==> config.mk <==
export PLATFORM = sky130hd
export DESIGN_NAME = fetch_stage
export DESIGN_NICKNAME = d
export VERILOG_FILES = /design/src/rtl/arm_pipeline_pkg.sv /design/src/rtl/instruction_memory.sv /design/src/rtl/fetch_stage.sv
export SDC_FILE = /design/constraint.sdc
export NUM_CORES = 1
export LEC_CHECK = 0
export ABC_AREA = 1
export CAP_MARGIN = 20
export CORE_ASPECT_RATIO = 0.6
export CORE_MARGIN = 2
export CORE_UTILIZATION = 45
export DETAILED_ROUTE_END_ITERATION = 10
export GPL_TIMING_DRIVEN = 0
export PLACE_DENSITY = 0.75
export SETUP_SLACK_MARGIN = 0.05
export SYNTH_ARGS = -nofsm -noshare
export SYNTH_HDL_FRONTEND = slang
export SYNTH_HIERARCHICAL = 1
export SYNTH_SLANG_ARGS = --single-unit
==> constraint.sdc <==
create_clock -name clock -period 2.3 [get_ports clock]
set_input_delay 0.23 -clock clock [delete_from_list [all_inputs] [get_ports clock]]
set_output_delay 0.23 -clock clock [all_outputs]
set_load 0.01 [all_outputs]
==> src/rtl/arm_pipeline_pkg.sv <==
// Shared pipeline types and constants for the PipelinedARMv8 stages.
// The IF/ID record defined here is produced by fetch and consumed by decode.
package arm_pipeline_pkg;

  localparam int          PC_WIDTH  = 64;
  localparam logic [31:0] NOP_INSTR = 32'hD503201F;

  typedef struct packed {
    logic [PC_WIDTH-1:0] pc;
    logic [PC_WIDTH-1:0] pc_plus4;
    logic [31:0]         instruction;
    logic                valid;
  } if_id_t;

  // Empty IF/ID slot: used at reset and whenever a redirect discards the wrong-path fetch.
  function automatic if_id_t if_id_bubble();
    if_id_t b;
    b.pc          = {PC_WIDTH{1'b0}};
    b.pc_plus4    = {PC_WIDTH{1'b0}};
    b.instruction = NOP_INSTR;
    b.valid       = 1'b0;
    return b;
  endfunction

endpackage

==> src/rtl/instruction_memory.sv <==
// Word-addressed instruction ROM with a combinational read port.
// Contents are loaded externally through the memory array.
module instruction_memory #(
  parameter int DEPTH = 64
) (
  input  logic [$clog2(DEPTH)-1:0] addr,
  output logic [31:0]              word
);

  logic [31:0] memory [DEPTH];

  assign word = memory[addr];

endmodule

==> src/rtl/fetch_stage.sv <==
// Instruction-fetch stage: PC register, ROM lookup and the IF/ID pipeline register.
// A branch redirect flushes IF/ID and wins over stall; stall freezes PC, IF/ID and the counter.
module fetch_stage
  import arm_pipeline_pkg::*;
#(
  parameter int                  IMEM_DEPTH = 64,
  parameter logic [PC_WIDTH-1:0] RESET_PC   = {PC_WIDTH{1'b0}}
) (
  input  logic                clock,
  input  logic                reset,
  input  logic                stall,
  input  logic                branch_taken,
  input  logic [PC_WIDTH-1:0] branch_target,
  output logic [PC_WIDTH-1:0] pc,
  output logic [PC_WIDTH-1:0] if_id_pc,
  output logic [PC_WIDTH-1:0] if_id_pc_plus4,
  output logic [31:0]         if_id_instruction,
  output logic                if_id_valid,
  output logic [31:0]         fetch_count
);

  localparam int IDX_W = $clog2(IMEM_DEPTH);

  logic [PC_WIDTH-1:0] pc_q, pc_d;
  if_id_t              if_id_q, if_id_d;
  logic [31:0]         count_q, count_d;
  logic [IDX_W-1:0]    rom_index_s;
  logic [31:0]         rom_word_s;
  logic [PC_WIDTH-1:0] pc_plus4_s;

  // PC bits above the ROM index are ignored, so fetches wrap modulo IMEM_DEPTH*4.
  assign rom_index_s = pc_q[IDX_W+1:2];
  assign pc_plus4_s  = pc_q + {{(PC_WIDTH-3){1'b0}}, 3'd4};

  instruction_memory #(.DEPTH(IMEM_DEPTH)) instruction_memory (
    .addr (rom_index_s),
    .word (rom_word_s)
  );

  // Next-state selection: redirect, then stall, then sequential fetch.
  always_comb begin
    pc_d    = pc_q;
    if_id_d = if_id_q;
    count_d = count_q;
    if (branch_taken) begin
      pc_d    = branch_target & ~{{(PC_WIDTH-2){1'b0}}, 2'b11};
      if_id_d = if_id_bubble();
    end else if (stall) begin
      pc_d    = pc_q;
      if_id_d = if_id_q;
    end else begin
      if_id_d.pc          = pc_q;
      if_id_d.pc_plus4    = pc_plus4_s;
      if_id_d.instruction = rom_word_s;
      if_id_d.valid       = 1'b1;
      pc_d                = pc_plus4_s;
      count_d             = count_q + 32'd1;
    end
  end

  // State registers with synchronous active-low reset.
  always_ff @(posedge clock) begin
    if (!reset) begin
      pc_q    <= RESET_PC;
      if_id_q <= if_id_bubble();
      count_q <= 32'd0;
    end else begin
      pc_q    <= pc_d;
      if_id_q <= if_id_d;
      count_q <= count_d;
    end
  end

  assign pc                = pc_q;
  assign if_id_pc          = if_id_q.pc;
  assign if_id_pc_plus4    = if_id_q.pc_plus4;
  assign if_id_instruction = if_id_q.instruction;
  assign if_id_valid       = if_id_q.valid;
  assign fetch_count       = count_q;

endmodule
==> results of run 1 <==
[metal layers]
layer | vias to the layer above | share of wire (%) | track usage, %
li1 | 6277 | - | -
met1 | 6157 | 47 | 48.8
met2 | 667 | 40 | 49.0
met3 | 72 | 11 | 10.4
met4 | 0 | 2.4 | 8.13
met5 | - | 0 | 0
[metrics by stage]
stage               instance area [sq um]  hold WS (ps)  power (mW)
finish                              16600           264        10.5
global route                        16600           277        10.8
CTS                                 16600           234        10.5
detailed placement                  15700           457        6.11
global placement                    15700           455        6.09
floorplan                           12100           368        5.37
[cells in the final DEF (no fill, tap or decap), drive strengths merged]
cell type and count:
clkinvlp 2, a21oi 135, dfxtp 251, nor2 284, nand3b 1, a31oi 18
bufinv 2, a21o 7, clkbuf 90, conb 38, inv 185, a211oi 13
clkdlybuf4s50 315, nand3 62, diode 2, clkinv 9, xor2 28, ha 2
buf 64, nand2 452, o21a 6, a22o 1, nor3 10, xnor2 6
o21ai 168, nand4 13, nor4 1
[worst max-delay path: stages (launching register included)]
cell	delay, ps
dfxtp_1	470
nand2_1	170
nor2_2	200
nand2_4	120
nor2_1	160
nand2_2	270
inv_2	210
nand3_1	80
nand2_1	110
nand2_1	80
a21oi_1	170
[power by group]
part           internal [mW]  switching [mW]
clock network           2.60            1.88
registers               4.51           0.172
logic                  0.601           0.781
total                   7.71            2.83
[what timing repair did]
item | 4_1_cts | 5_1_grt
pin swaps | 0 | 0
setup endpoints to repair | 1 | 13
cloned | 0 | 0
resized for setup | 1 | 10
[state kept, by name (all words and copies together) (netlist names)]
name and count:
if_id_pc 62, pc 62, if_id_valid 1, if_id_instruction 32
if_id_pc_plus4 62, fetch_count 32
[cell type report]
class / count / area (sq um)
buffer: 117 / 616
inverter: 187 / 702
antenna: 2 / 5.00
tap: 360 / 450
timing repair buffer: 315 / 3150
multi-input combinational: 1245 / 5770
fill: 2438 / 9630
clock buffer: 37 / 783
clock inverter: 11 / 114
sequential: 251 / 5030
[final timing paths]
path                                       end  cells past startpoint
worst min register to register     if_id_pc[4]                      2
worst max register to register          pc[35]                     10
worst min-delay path            fetch_count[1]                      5
worst max-delay path                    pc[35]                     10
[cell families (layout without fill, tap and decap cells)]
| logic type | Yosys count | after routing | share of synthesized area [%] |
|---|---|---|---|
| simple gates | 823 | 823 | 28.6 |
| compound gates | 348 | 348 | 15.6 |
| buf+inv | 304 | 667 | 11.0 |
| flops | 251 | 251 | 42.0 |
| xor+xnor | 34 | 34 | 2.49 |
| fa+ha+maj | 2 | 2 | 0.209 |
| other cells | 2 | 40 | 0.0628 |
==> metrics.md, run 1 <==
| Metric | Value |
|---|---|
| Via density per instance | 5.22 |
| Vias | 13200 |
| Max-slew violations | 0 |
| Initial antenna violation count | 0 |
| Layout Cells excl Fill | 2525 |
| Yosys top cell by area | dfxtp_1 |
| Setup TNS | 0 ps |
| Critical path arrival | 2590 ps |
| Synth unique cells | 37 |
| HP Class | in2reg |
| Number of nets with antenna violations after routing | 0 |
| Core Util, Final | a little over three fifths |
| Flops & latches, synth | 251 |
| Root Driver | clkbuf_16 |
| Sequential fraction of the synthesis area | 42.0% |
| Register-to-Register Setup Slack | 160 ps |
| Die height | 130 um |
| Most numerous cell in the Yosys netlist | nand2_1 |
| Pwr dens | 634 nW/um^2 |
| Global Route Usage Sum | 33.8% |
| CP Class | reg2reg |
| F_max | 468 MHz |
| Post-synth ARST share | 0% |
| Status | finished, final reports clean |
| Placed cell count | between 2000 and 2500 |
| First-pass GRT wire length | 71600 um |
| Clock sinks | 251 |
| Element type at the critical path end | register |
| Initial DRC count | about 1500 |
| Rows | 46 |
| # IOs | around 330 |
| Average cell area after synthesis | 6.78 sq um |
| Ys flop type | dfxtp_1 |
| Largest net degree at the start of global routing | 15 |
| RSZ-0062 raised after global routing | no |
| Gpl congestion | 0.972 |
| CP Launch Point | pc[8] |
| CTS buffer count | 26 |
| Worst-Skew Late Latency | 550 ps |
| Crit share post-route | 93.0% |
| Hold Crit Start | stall |
| Final net count | about 2200 |
| Post-synth top area share | between 40% and 50% |
| Post-Syn Area | 12000 sq um |
| Worst Tran Pin Value | 935 ps |
| LEAKAGE | 6.79 nW |
| Slew headroom | 37.6% |
| Final Hold Viols | 0 |
| Mean routed wirelength per cell | 19.5 um |
| Dpl ws | -369 ps |
| Post-synth top cells | nand2_1 (435), nor2_1 (263), dfxtp_1 (251) |
| Initial cell density of the core | 45.5% |
| Vias in the first global route | around 12000 |
| Min Tclk post-route | 2140 ps |
| Die width | 214 um |
| Routed WL | 49100 um |
| Die Area | 27900 sq um |
| Max FO, Critical Path | 6 |
| Post-CTS setup buffer count | 0 |
| Core ar. | around 26000 sq um |
| Max-cap violations | 0 |
| Clock Path Buffers | 3 |
| Port Buffers | 315 |
| Share of layout cells above drive strength 1 | 7.49% |
| Clock skew | between 10 and 15 ps |
| # hold bufs at CTS | 0 |
| Post-Syn Instances | about 1800 |
| Synthesis Warnings | 6 |
| Area delta synth->final | 39.0% |
| EDFF count, synth | 0 |
| Synth top area cells | dfxtp_1 (42%), nand2_1 (14%), nor2_1 (8.3%) |
| CTS tree | yes |
| Worst R2R Start | pc[8] |
| PnR worst setup slack | ~160 ps |
| H-Tree Level Count | 1 |
| Worst-path clk slew | 70 ps |
| Type of origin of the critical path | register |
| Max VDD drop | 0.487 mV |
| Grt total ovfl | 0 |
| Worst EP required | 2760 ps |
| Dpl hpwl | 38000 um |
| First-pass detailed-route iteration total | 6 |
| DRC | 0 |
| Setup violators final | 0 |
Note: power is estimated with default switching activity, not from simulation.
==> inputs of run 2 (changes only) <==
Settings changed: DONT_BUFFER_PORTS set to 1, GPL_ROUTABILITY_DRIVEN set to 0, PLACE_DENSITY 0.75 to not set, SLEW_MARGIN set to 10.
==> metrics.md, run 2 (same netlist as run 1, synthesis figures left out) <==
| Metric | Value |
|---|---|
| Port Buffers | 0 (-100%) |
| Core ar. | 26200 sq um (unchanged) |
| HP Class | in2reg |
| Clock sinks | 251 (unchanged) |
| Worst-Skew Late Latency | 550 ps (about the same) |
| Max-slew violations | 0 (unchanged) |
| Share of layout cells above drive strength 1 | 8.53% (+1.0 points) |
| H-Tree Level Count | 1 (unchanged) |
| Number of nets with antenna violations after routing | 0 (unchanged) |
| Worst Tran Pin Value | 949 ps (+14.0 ps) |
| Initial DRC count | 1306 (-12%) |
| Worst-path clk slew | 60 ps (about the same) |
| Status | finished, final reports clean |
| F_max | 473 MHz (+1.2%) |
| Dpl hpwl | 36200 um (-4.8%) |
| Critical path arrival | 2550 ps (-40 ps) |
| Via density per instance | 5.30 (+1.6%) |
| Rows | 46 (unchanged) |
| Met3 Use GR | 12.6% (+2.3 points) |
| Type of origin of the critical path | register |
| CP Buf/Inv Count | 1 (unchanged) |
| Max FO, Critical Path | 5 (-1) |
| Final net count | 1963 (-11%) |
| GR Util met2 | 45.2% (-3.7 points) |
| Largest delay share family, worst path | simple AND/OR/NAND/NOR gates |
| Worst EP required | 2730 ps (-30 ps) |
| Clock skew | 14.0 ps (+2.63 ps) |
| Initial antenna violation count | 2 (+2) |
| Crit path depth | 9 (-1) |
| # IOs | 325 (unchanged) |
| Crit share post-route | 91.8% (-1.1 points) |
| Slew headroom | 36.7% (-0.93 points) |
| Hold Crit Start | reset |
| Global Route Usage Sum | 32.1% (-1.8 points) |
| RSZ-0062 raised after global routing | yes |
| Initial cell density of the core | 45.5% (unchanged) |
| Design Area, Final | 14100 sq um (-15%) |
| CP max stage delay | 530 ps (+60 ps) |
| Vias | 12000 (-8.5%) |
| Pwr dens | 728 nW/um^2 (+15%) |
| Min Tclk post-route | 2110 ps (-26.4 ps) |
| CTS buffer count | 26 (unchanged) |
| Worst hold path depth | 2 (-3) |
| Largest net degree at the start of global routing | 15 (unchanged) |
| Register-to-Register Path Depth | 9 (-1) |
| CP most frequent cell | nand2_1 |
| Max-cap violations | 0 (unchanged) |
| Setup violators final | 0 (unchanged) |
| First-pass GRT wire length | 67500 um (-5.7%) |
| M1 GR Usage | 46.4% (-2.5 points) |
| Routed WL | 46500 um (-5.3%) |
| Grt total ovfl | 0 (unchanged) |
| Most frequent cells in the layout | nand2_1 (435), nor2_1 (259), dfxtp_1 (244), inv_1 (177), o21ai_0 (139) |
| DRC | 0 (unchanged) |
| Die height | 130 um (unchanged) |
| Setup TNS | 0 ps (unchanged) |
| R2R Path End | if_id_pc_plus4[60] |
| Top Usage Layer GRT | met1 |
| Element type at the critical path end | register |
| Die width | 214 um (unchanged) |
| Hold worst-path end | if_id_pc_plus4[3] |
| Clock Path Buffers | 3 (unchanged) |
| Worst R2R Start | pc[35] |
| Most common cell after layout, fill and taps aside | nand2_1 |
| Vias in the first global route | 10600 (-10%) |
| Mean routed wirelength per cell | 20.5 um (+5.2%) |
| Area delta synth->final | 18.1% |
| Final Hold Viols | 0 (unchanged) |
| Placement-stage cell area | 12500 sq um (-20%) |
| LEAKAGE | 5.93 nW (-13%) |
| Post-CTS setup buffer count | 0 (unchanged) |
| Root Driver | clkbuf_16 |
| Max VDD drop | 0.444 mV (-8.8%) |
| CP max-delay cell | dfxtp_1 |
| Register-to-Register Setup Slack | 190 ps (+30 ps) |
| CP Cell Sequence | nand2_1 > nor2_1 > nand2_1 > nor2_2 > nand2_1 > o21ai_0 > nand2_1 > o21ai_1 > inv_1 |
| Die Area | 27900 sq um (unchanged) |
| CP Class | reg2reg |
| CTS tree | yes |
| First-pass detailed-route iteration total | 5 (-1) |
-- run 2: area by class of cell --
| class | count | area [sq um] |
|---|---|---|
| diodes | 2 | 5.00 |
| plain buffers | 117 | 614 |
| clock buffers | 37 | 773 |
| clock inverters | 10 | 135 |
| fillers | 2666 | 12100 |
| inverters | 187 | 702 |
| multi-input cells | 1245 | 5760 |
| flip-flops and latches | 251 | 5030 |
| well taps | 360 | 450 |
| repair buffers | 65 | 651 |
-- run 2: per-stage QoR --
| step | worst slack, ps | power (mW) | std cells | util, % | hold WS, ps |
|---|---|---|---|---|---|
| after floorplan | 601 | 5.37 | 1800 | - | 368 |
| after global placement | 153 | 5.69 | 2160 | 47.8 | 373 |
| after detailed placement | 135 | 5.70 | 2160 | 47.8 | 380 |
| after CTS | 115 | 10.3 | 2272 | 53.7 | 4.53 |
| after global routing | 41.0 | 10.6 | 2274 | 53.8 | 36.1 |
| final | 188 | 10.3 | 2274 | 53.8 | 24.0 |
-- run 2: layer usage --
metal	up-vias	part of all wire (%)
met1	5564	46
met4	0	1.5
met2	629	39
li1	5801	-
met3	55	14
met5	-	0
-- run 2: worst max-delay path by stage --
| stage | startpoint | endpoint |
|---|---|---|
| after floorplan | pc[3] | if_id_pc_plus4[54] |
| after global placement | pc[2] | pc[20] |
| after detailed placement | pc[2] | pc[20] |
| after CTS | pc[2] | pc[36] |
| after global routing | pc[35] | if_id_pc_plus4[60] |
| final | pc[35] | if_id_pc_plus4[60] |
-- run 2: power by group --
part | switching [mW] | leakage, nW | internal, mW
combinational | 0.608 | 3.43 | 0.326
clock | 1.86 | 0.448 | 2.68
sequential | 0.295 | 2.05 | 4.51
-- run 2: repair_timing --
| action | 4_1_cts | 5_1_grt |
|---|---|---|
| resized for setup | 0 | 12 |
| endpoints found under the hold margin | 67 | 0 |
| hold buffers | 65 | 0 |
| endpoints found under the setup margin | 0 | 33 |
==> inputs of run 3 (changes only) <==
Clock period 2.3 ns to 2.5 ns, I/O delays scaled along.
==> metrics.md, run 3 (same netlist as run 1, synthesis figures left out) <==
| Metric | Value |
|---|---|
| Status | finished, final reports clean |
| Dpl hpwl | 36200 um (unchanged) |
| Comb pwr share | 9.1% (about the same) |
| Initial cell density of the core | 45.5% (unchanged) |
| Core Util, Final | 53.7% (-0.14 points) |
| RSZ-0062 raised after global routing | no |
| Min Tclk post-route | 2240 ps (+129 ps) |
| Rows | 46 (unchanged) |
| Design Area, Final | 14100 sq um (-0.26%) |
| Vias in the first global route | 10600 (-0.17%) |
| Largest delay share family, worst path | simple AND/OR/NAND/NOR gates |
| Register-to-Register Setup Slack | 260 ps (+70 ps) |
| Final Hold Viols | 0 (unchanged) |
| Type of origin of the critical path | register |
| Share of layout cells above drive strength 1 | 7.96% (-0.57 points) |
| Max VDD drop | 0.409 mV (-7.8%) |
| HP Class | in2reg |
| Number of nets with antenna violations after routing | 0 (unchanged) |
| First-pass detailed-route iteration total | 6 (+1) |
| Worst Tran Pin Value | 937 ps (-12.5 ps) |
| CTS buffer count | 26 (unchanged) |
| F_max | 446 MHz (-5.8%) |
| Die Area | 27900 sq um (unchanged) |
| Internal Power | 6.91 mW (-8.0%) |
| CP Class | reg2reg |
| Max FO, Critical Path | 6 (+1) |
| Area of the multi-input gates | 5750 sq um (-0.17%) |
| Placement-stage cell area | 12500 sq um (unchanged) |
| Largest net degree at the start of global routing | 15 (unchanged) |
| Pwr dens | 671 nW/um^2 (-7.8%) |
| # IOs | 325 (unchanged) |
| Most common cell after layout, fill and taps aside | nand2_1 |
| DRC | 0 (unchanged) |
| CP Cell Sequence | ha_1 > nand2_2 > nor2_4 > nand3_2 > inv_2 > nand2_2 > o21ai_0 > nand2_1 > a21oi_1 > nor2_1 |
| CP Buf/Inv Count | 1 (unchanged) |
| CP max stage delay | 520 ps (about the same) |
| Fillers | 2670 (+0.15%) |
| Core ar. | 26200 sq um (unchanged) |
| Element type at the critical path end | register |
| Grt total ovfl | 0 (unchanged) |
| Mean routed wirelength per cell | 20.5 um (about the same) |
| Final net count | 1961 (-0.10%) |
| CP max-delay cell | dfxtp_1 |
| Max-slew violations | 0 (unchanged) |
| CP most frequent cell | nand2_2 |
| Global Route Usage Sum | 32.0% (about the same) |
| Clock Power Share | 44.2% (about the same) |
| Die width | 214 um (unchanged) |
| Vias | 12000 (-0.28%) |
| Initial DRC count | 1208 (-7.5%) |
| First-pass GRT wire length | 67400 um (about the same) |
| Initial antenna violation count | 2 (unchanged) |
| Routed WL | 46500 um (about the same) |
| Slew headroom | 37.5% (+0.83 points) |
| Clock sinks | 251 (unchanged) |
| Crit share post-route | 89.7% (-2.2 points) |
| H-Tree Level Count | 1 (unchanged) |
| Critical path arrival | 2660 ps (+110 ps) |
| Clock Path Buffers | 3 (unchanged) |
| Setup violators final | 0 (unchanged) |
| LEAKAGE | 5.91 nW (-0.22%) |
| Worst-Skew Late Latency | 550 ps (about the same) |
| Sw Pwr | 2.54 mW (-8.1%) |
| Via density per instance | 5.29 (-0.24%) |
| Seq pwr share | 46.8% (about the same) |
| Port Buffers | 0 (unchanged) |
| Worst EP required | 2920 ps (+190 ps) |
| Net Sw Frac | 26.9% (about the same) |
| Die height | 130 um (unchanged) |
| CTS tree | yes |
| Layout Cells excl Fill | 2273 (-0.044%) |
| FF+latch area | 5020 sq um (-0.17%) |
| Most frequent cells in the layout | nand2_1 (435), nor2_1 (263), dfxtp_1 (251), inv_1 (177), o21ai_0 (140) |
| Setup TNS | 0 ps (unchanged) |
| Clock skew | 14.9 ps (+0.882 ps) |
| Max-cap violations | 0 (unchanged) |
| Worst-path clk slew | 70 ps (about the same) |
| Root Driver | clkbuf_16 |
| Post-CTS setup buffer count | 0 (unchanged) |
| Placed cell count | 2160 (unchanged) |
| Area delta synth->final | 17.8% |
run 3: cell count changes in the layout (fill, tap and decap cells not counted), sizes merged:
cell	before	now
dlygate4sd3	65	63
diode	2	3
run 3: per-layer routing:
metal  GRT usage [%]  vias to the layer above  wire (um)
met5               0                        -          0
met4            5.15                        0        709
met3            12.8                       56       6350
met2            45.2                      644      18300
met1            46.3                     5511      21200
li1                -                     5804          -
run 3: through the flow:
step	hold WS, ps	setup WS [ps]	total power, mW
6_report	23.4	258	9.45
5_1_grt	29.8	84.7	9.75
4_1_cts	5.73	315	9.46
3_5_place_dp	400	334	5.25
3_3_place_gp	393	340	5.24
2_1_floorplan	388	801	4.94
run 3: tightest hold or removal path, delay by kind of cell:
kind / cells / cell delay, ps
AO/OA/AOI/OAI: 2 / 160
buffers and inverters: 1 / 70
AND/OR/NAND/NOR: 1 / 40
run 3: layout make-up:
| class | instances | area share (%) |
|---|---|---|
| Multi-Input combinational cell | 1245 | 40.8 |
| Sequential cell | 251 | 35.7 |
| Antenna cell | 3 | 0.0533 |
| Buffer | 117 | 4.36 |
| Timing Repair Buffer | 63 | 4.48 |
| Inverter | 187 | 4.98 |
| Clock inverter | 10 | 0.959 |
| Clock buffer | 37 | 5.49 |
| Tap cell | 360 | 3.20 |
run 3: final timing paths:
kind                                   startpoint            to  depth (start not counted)
worst max-delay path                        pc[2]        pc[36]                         10
worst min-delay path            branch_target[59]        pc[59]                          4
worst max register to register              pc[2]        pc[36]                         10
worst min register to register       if_id_pc[18]  if_id_pc[18]                          2
run 3: power groups by stage:
stage	clock, mW	combinational [mW]	sequential [mW]
2_1_floorplan	0	0.527	4.41
3_3_place_gp	0	0.729	4.51
3_5_place_dp	0	0.741	4.51
4_1_cts	4.21	0.836	4.42
5_1_grt	4.36	0.946	4.43
6_report	4.18	0.858	4.42
run 3: what timing repair did:
item / in CTS / in global routing
resized for setup: 0 / 0
hold buffers: 63 / 0
hold endpoints to repair: 64 / 0
